## src/rtl/fifo_read_arbiter_pkg.sv

```systemverilog
// Shared types and width helpers for the FIFO read-side arbiter.
package fifo_read_arbiter_pkg;

  typedef enum logic {
    IDLE  = 1'b0,
    BURST = 1'b1
  } state_e;

  localparam int DEF_WIDTH     = 32;
  localparam int DEF_N_REQ     = 4;
  localparam int DEF_MAX_BURST = 4;
  localparam int DEF_ID_W      = $clog2(DEF_N_REQ);
  localparam int DEF_CNT_W     = $clog2(DEF_MAX_BURST) + 1;

  // Burst counter width; wide enough to hold max_burst-1 even when max_burst is 1.
  function automatic int cnt_w(input int max_burst);
    return $clog2(max_burst) + 1;
  endfunction

endpackage

```

## src/rtl/fifo_read_arbiter_if.sv

```systemverilog
// Consumer/FIFO-facing bus of the read arbiter; slave = arbiter side.
interface fifo_read_arbiter_if
  import fifo_read_arbiter_pkg::*;
#(
  parameter int width    = DEF_WIDTH,
  parameter int n_req    = DEF_N_REQ,
  parameter int id_width = $clog2(n_req)
);
  logic [n_req-1:0]    req;
  logic                FIFO_empty;
  logic [width-1:0]    rd_data;
  logic                rd_en;
  logic [n_req-1:0]    gnt;
  logic [width-1:0]    dout;
  logic                dout_valid;
  logic [id_width-1:0] dout_id;

  modport slave (
    input  req, FIFO_empty, rd_data,
    output rd_en, gnt, dout, dout_valid, dout_id
  );

  modport master (
    output req, FIFO_empty, rd_data,
    input  rd_en, gnt, dout, dout_valid, dout_id
  );
endinterface

```

## src/rtl/fifo_read_arbiter_rr_picker.sv

```systemverilog
// Combinational round-robin selector: first set req searching upward from last+1.
module rr_picker
  import fifo_read_arbiter_pkg::*;
#(
  parameter int n_req    = DEF_N_REQ,
  parameter int id_width = $clog2(n_req)
) (
  input  logic [n_req-1:0]    req,
  input  logic [id_width-1:0] last,
  output logic [n_req-1:0]    win,
  output logic [id_width-1:0] idx,
  output logic                any
);

  logic [id_width-1:0] k;

  always_comb begin
    win = '0;
    idx = '0;
    any = 1'b0;
    k   = '0;
    // Offset n_req revisits last itself, so a lone requester is re-granted.
    for (int i = 1; i <= n_req; i++) begin
      k = id_width'((int'(last) + i) % n_req);
      if (!any && req[k]) begin
        any    = 1'b1;
        win[k] = 1'b1;
        idx    = k;
      end
    end
  end

endmodule

```

## src/rtl/fifo_read_arbiter.sv

```systemverilog
// Shares the FIFO read port among n_req consumers: round-robin grants, bursts of up to max_burst words.
module fifo_read_arbiter
  import fifo_read_arbiter_pkg::*;
#(
  parameter int width     = DEF_WIDTH,
  parameter int n_req     = DEF_N_REQ,
  parameter int max_burst = DEF_MAX_BURST,
  parameter int id_width  = $clog2(n_req)
) (
  input logic               clk_r,
  input logic               reset,
  fifo_read_arbiter_if.slave bus
);

  localparam int CW = cnt_w(max_burst);

  state_e              state_q, state_d;
  logic [n_req-1:0]    gnt_q, gnt_d;
  logic [id_width-1:0] owner_q, owner_d;
  logic [id_width-1:0] last_q, last_d;
  logic [CW-1:0]       cnt_q, cnt_d;
  logic [width-1:0]    dout_q, dout_d;
  logic                dout_valid_q, dout_valid_d;
  logic [id_width-1:0] dout_id_q, dout_id_d;

  logic                rd_en;
  logic [n_req-1:0]    pick_win;
  logic [id_width-1:0] pick_idx;
  logic                pick_any;

  rr_picker #(.n_req(n_req), .id_width(id_width)) u_picker (
    .req  (bus.req),
    .last (last_q),
    .win  (pick_win),
    .idx  (pick_idx),
    .any  (pick_any)
  );

  always_ff @(posedge clk_r or negedge reset) begin
    if (!reset) begin
      state_q      <= IDLE;
      gnt_q        <= '0;
      owner_q      <= '0;
      last_q       <= id_width'(n_req - 1);
      cnt_q        <= '0;
      dout_q       <= '0;
      dout_valid_q <= 1'b0;
      dout_id_q    <= '0;
    end else begin
      state_q      <= state_d;
      gnt_q        <= gnt_d;
      owner_q      <= owner_d;
      last_q       <= last_d;
      cnt_q        <= cnt_d;
      dout_q       <= dout_d;
      dout_valid_q <= dout_valid_d;
      dout_id_q    <= dout_id_d;
    end
  end

  always_comb begin
    state_d = state_q;
    gnt_d   = gnt_q;
    owner_d = owner_q;
    last_d  = last_q;
    cnt_d   = cnt_q;
    case (state_q)
      IDLE: begin
        gnt_d = '0;
        if (pick_any && !bus.FIFO_empty) begin
          state_d = BURST;
          gnt_d   = pick_win;
          owner_d = pick_idx;
          cnt_d   = '0;
        end
      end
      BURST: begin
        // Request drop wins over an empty stall; empty alone only freezes the count.
        if (!bus.req[owner_q] || (rd_en && cnt_q == CW'(max_burst - 1))) begin
          state_d = IDLE;
          gnt_d   = '0;
          last_d  = owner_q;
          cnt_d   = '0;
        end else if (rd_en) begin
          cnt_d = cnt_q + 1'b1;
        end
      end
      default: begin
        state_d = IDLE;
        gnt_d   = '0;
      end
    endcase
  end

  always_comb begin
    rd_en = (state_q == BURST) && bus.req[owner_q] && !bus.FIFO_empty;
  end

  // rd_data is sampled on the edge that closes the rd_en cycle.
  always_comb begin
    dout_valid_d = rd_en;
    dout_d       = rd_en ? bus.rd_data : dout_q;
    dout_id_d    = rd_en ? owner_q     : dout_id_q;
  end

  assign bus.rd_en      = rd_en;
  assign bus.gnt        = gnt_q;
  assign bus.dout       = dout_q;
  assign bus.dout_valid = dout_valid_q;
  assign bus.dout_id    = dout_id_q;

endmodule

```

## src/flat_wrapper.sv

```systemverilog
// flat-port wrapper written by rule: the top's interface ports become plain ports
module fifo_read_arbiter_flat import fifo_read_arbiter_pkg::*;
#(
  parameter int width     = DEF_WIDTH,
  parameter int n_req     = DEF_N_REQ,
  parameter int max_burst = DEF_MAX_BURST,
  parameter int id_width  = $clog2(n_req)
)
  (clk_r, reset, bus_req, bus_FIFO_empty, bus_rd_data, bus_rd_en, bus_gnt, bus_dout, bus_dout_valid, bus_dout_id);
  fifo_read_arbiter_if #(.width(width), .n_req(n_req), .id_width(id_width)) bus_i ();
  input logic clk_r;
  input logic reset;
  input wire logic [$bits(bus_i.req)-1:0] bus_req;
  input wire logic [$bits(bus_i.FIFO_empty)-1:0] bus_FIFO_empty;
  input wire logic [$bits(bus_i.rd_data)-1:0] bus_rd_data;
  output wire logic [$bits(bus_i.rd_en)-1:0] bus_rd_en;
  output wire logic [$bits(bus_i.gnt)-1:0] bus_gnt;
  output wire logic [$bits(bus_i.dout)-1:0] bus_dout;
  output wire logic [$bits(bus_i.dout_valid)-1:0] bus_dout_valid;
  output wire logic [$bits(bus_i.dout_id)-1:0] bus_dout_id;
  assign bus_i.req = bus_req;
  assign bus_i.FIFO_empty = bus_FIFO_empty;
  assign bus_i.rd_data = bus_rd_data;
  assign bus_rd_en = bus_i.rd_en;
  assign bus_gnt = bus_i.gnt;
  assign bus_dout = bus_i.dout;
  assign bus_dout_valid = bus_i.dout_valid;
  assign bus_dout_id = bus_i.dout_id;
  fifo_read_arbiter #(.width(width), .n_req(n_req), .max_burst(max_burst), .id_width(id_width)) u_core (.clk_r(clk_r), .reset(reset), .bus(bus_i));
endmodule
```

## config.mk

```make
export PLATFORM = sky130hd
export DESIGN_NAME = fifo_read_arbiter_flat
export DESIGN_NICKNAME = d
export VERILOG_FILES = /design/src/rtl/fifo_read_arbiter_pkg.sv /design/src/rtl/fifo_read_arbiter_if.sv /design/src/rtl/fifo_read_arbiter_rr_picker.sv /design/src/rtl/fifo_read_arbiter.sv /design/src/flat_wrapper.sv
export SDC_FILE = /design/constraint.sdc
export NUM_CORES = 1
export LEC_CHECK = 0
export CAP_MARGIN = 20
export CORE_MARGIN = 2
export CORE_UTILIZATION = 50
export CTS_CLUSTER_SIZE = 8
export DETAILED_ROUTE_END_ITERATION = 16
export PLACE_DENSITY = 0.95
export SYNTH_ARGS = -nofsm -noshare
export SYNTH_HDL_FRONTEND = slang
export SYNTH_SLANG_ARGS = --single-unit
```

## constraint.sdc

```tcl
create_clock -name clk_r -period 8.65 [get_ports clk_r]
set_clock_uncertainty 0.1 [all_clocks]
set_input_delay 2.1625 -clock clk_r [delete_from_list [all_inputs] [get_ports clk_r]]
set_output_delay 2.1625 -clock clk_r [all_outputs]
set_load 0.02 [all_outputs]
```

==> summary.txt <==
Critical path
  – Worst setup EP type: primary output
  – Critical path arrival: 4690 ps
  – WP data required: 6390 ps
  – Setup CP Type: primary input to primary output
  – CP bufs+invs: 5
  – Cell family with most CP delay: buffers and inverters
  – Largest stage delay, worst path: 580 ps
  – Crit-path max FO: 37
  – Slowest stage cell on the critical path: clkdlybuf4s50_1
  – Critical Path Source Type: primary input
  – Cell Chain, Critical Path: clkdlybuf4s50_1, mux4_2, nand3_1, buf_4, inv_1, buf_4, clkdlybuf4s50_1

Power
  – Combinational Power Share: 54.9%
  – Total chip power: 1.21 mW
  – P_sw: 0.489 mW
  – Part of the power in the clock network: 12.6%
  – Maximum VDD drop: 0.158 mV
  – P_int: 0.723 mW
  – Sw frac: 40.4%
  – Pleak: 1.58 nW
  – Sequential share of power: 32.5%
  – Pwr per Cell Area: 358 nW/um^2

Logic synthesis
  – Mean area per synthesized cell: 9.29 sq um
  – Fraction of registers with async set/reset: 100%
  – EDFF count, synth: 0
  – Syn Std Cell Area: 2450 sq um
  – Warnings from Yosys: 0
  – Top cells by area, synth: dfrtp_1, nand2_1, ha_1, mux4_2, mux2_2
  – Share of the synthesized area in the top cell type: 45.9%
  – Mapped Cells: 264
  – Most frequent cells after synthesis: nand2_1, dfrtp_1, ha_1, clkbuf_1, inv_1
  – Sequential element share of the synthesized area: 48.0%
  – Synthesis-stage register bit count: 47
  – Post-synth top area cell: dfrtp_1
  – Yosys cell types: 37
  – Most numerous cell in the Yosys netlist: nand2_1
  – Post-synth top flop: dfrtp_1
  – Syn Nets: 313

Clocking
  – CTS root buf: clkbuf_8
  – Cts repair resizes: 0
  – CTS tree: built
  – CTS buffer count: 5
  – Worst-Skew Late Latency: 290 ps
  – Setup bufs post-CTS: 0
  – CTS clk-pin slew, worst paths: 80 ps
  – Clk buf depth: 2
  – Clock tree sinks: 47
  – Hold_buf cts: 0
  – H-tree levels: 2

Die
  – Initial Utilization: 51.9%
  – Core Area: 4720 sq um
  – Rows: 25
  – Die area: 5480 sq um
  – Die extent in x: 74.1 um
  – Die height: 74.1 um
  – I/O Pins: 79

Routing
  – Vias post-DR: 2149
  – # DRC: 0
  – Starting DRT DRC Count: 122
  – Vias per inst: 5.29
  – Routed Antenna Nets: 0
  – WL final: 5.90 mm
  – Drt pass-1 iters: 4
  – WL/cell: 14.5 um

Finish
  – Fillers: 325
  – Register Area: 1180 sq um
  – Final antenna diode count: 0
  – Layout Cells excl Fill: 406
  – Final Cell Area: 3390 sq um
  – P&R area growth vs syn: 38.0%
  – Multi-input logic area: 1180 sq um
  – Layout cells sized above 1: 7.96%
  – Nets: 387

Timing
  – Max-slew violation count: 0
  – Normalized max-slew margin: 67.8%
  – Tmin final: 6950 ps
  – Hold WS: 378 ps
  – F_max: 144 MHz
  – Tcrit/Tclk final: 80.3%
  – # setup viols final: 0
  – RSZ-0062 raised after global routing: false
  – Setup_tns: 0 ps
  – Slew @ Worst Pin: 483 ps
  – Fin. Hold Viols: 0

Place
  – Placement Cell Area: 3260 sq um
  – Dpl cells: 397
  – Dpl hpwl: 4.42 mm
  – Port bufs: 78
  – Routability congestion estimate: 0.867

Min path
  – Hold/Removal Path Class: flop to flop

Outcome
  – Run status: finished clean

Global routing
  – Grt ovf: 0
  – Largest net degree at the start of global routing: 48
  – Number of global-route vias before repair: 1963
  – First-pass GRT wire length: 9.47 mm
  – GRT Util Overall: 22.6%
  – Initial antenna violation count: 0

Job
  – Max-Cap Viols: 0
-- cells by family (layout without fill, tap and decap cells) --
family	Yosys count	after routing	share of synthesized area (%)
buf+inv	21	96	3.82
compound gates	36	36	10.5
flops	47	47	48.0
mux	15	15	9.23
fa+ha+maj	10	10	5.10
simple gates	135	135	23.4
-- worst paths after layout --
check / cells after the start / start / slack [ps] / endpoint
max: 7 / bus_req[0] / 1700 / bus_rd_en
max in group asynchronous: 2 / reset / 6380 / u_core.last_q[0]
min: 2 / u_core.cnt_q[2] / 380 / u_core.cnt_q[2]
max reg2reg: 7 / u_core.last_q[0] / 5290 / u_core.owner_q[1]
min in group asynchronous: 1 / reset / 1580 / u_core.bus.dout[1]
min reg2reg: 2 / u_core.cnt_q[2] / 380 / u_core.cnt_q[2]
-- metal layers --
layer / wire length, um / vias up / track usage (%)
li1: - / 1026 / -
met1: 2380 / 1018 / 28.7
met2: 2890 / 88 / 36.7
met3: 462 / 17 / 5.28
met4: 159 / 0 / 10.5
met5: 0 / - / 0
-- power groups by stage --
stage / clock network [mW] / registers [mW] / logic [mW]
after detailed placement: 0 / 0.398 / 0.667
final: 0.153 / 0.393 / 0.666
after CTS: 0.158 / 0.394 / 0.668
after global routing: 0.166 / 0.407 / 0.729
after global placement: 0 / 0.391 / 0.641
after floorplan: 0 / 0.479 / 0.321
-- area by class of cell --
cell class | instances | area share (%)
Clock buffer | 7 | 2.25
Clock inverter | 1 | 0.887
Inverter | 7 | 0.776
Multi-Input combinational cell | 196 | 34.9
Sequential cell | 47 | 34.8
Tap cell | 67 | 2.48
Timing Repair Buffer | 81 | 23.9
-- registers in the layout (all words and copies together) (netlist names) --
signal,cells
u_core.cnt_q,3
u_core.owner_q,2
u_core.bus.dout_valid,1
u_core.last_q,2
u_core.state_q,1
u_core.bus.dout_id,2
u_core.bus.dout,32
u_core.bus.gnt,4
-- tightest hold or removal path: stages, from the launching register on --
cell and delay, ps:
dfrtp_1 340, nand2_1 50, o31ai_1 50
-- metrics by stage --
stage / setup slack (ps) / utilization (%)
global route: 1590 / 71.7
CTS: 1720 / 71.3
floorplan: 2990 / -
finish: 1700 / 71.7
detailed placement: 1720 / 69.0
global placement: 1800 / 69.0
-- layout by cell type (no fill, tap or decap), drive strengths merged, types with 7 or more instances in the layout --
| master | n |
|---|---|
| nand2 | 111 |
| inv | 7 |
| ha | 10 |
| o21ai | 10 |
| clkdlybuf4s50 | 77 |
| clkbuf | 7 |
| dfrtp | 45 |
(Power assumes the default switching activity.)
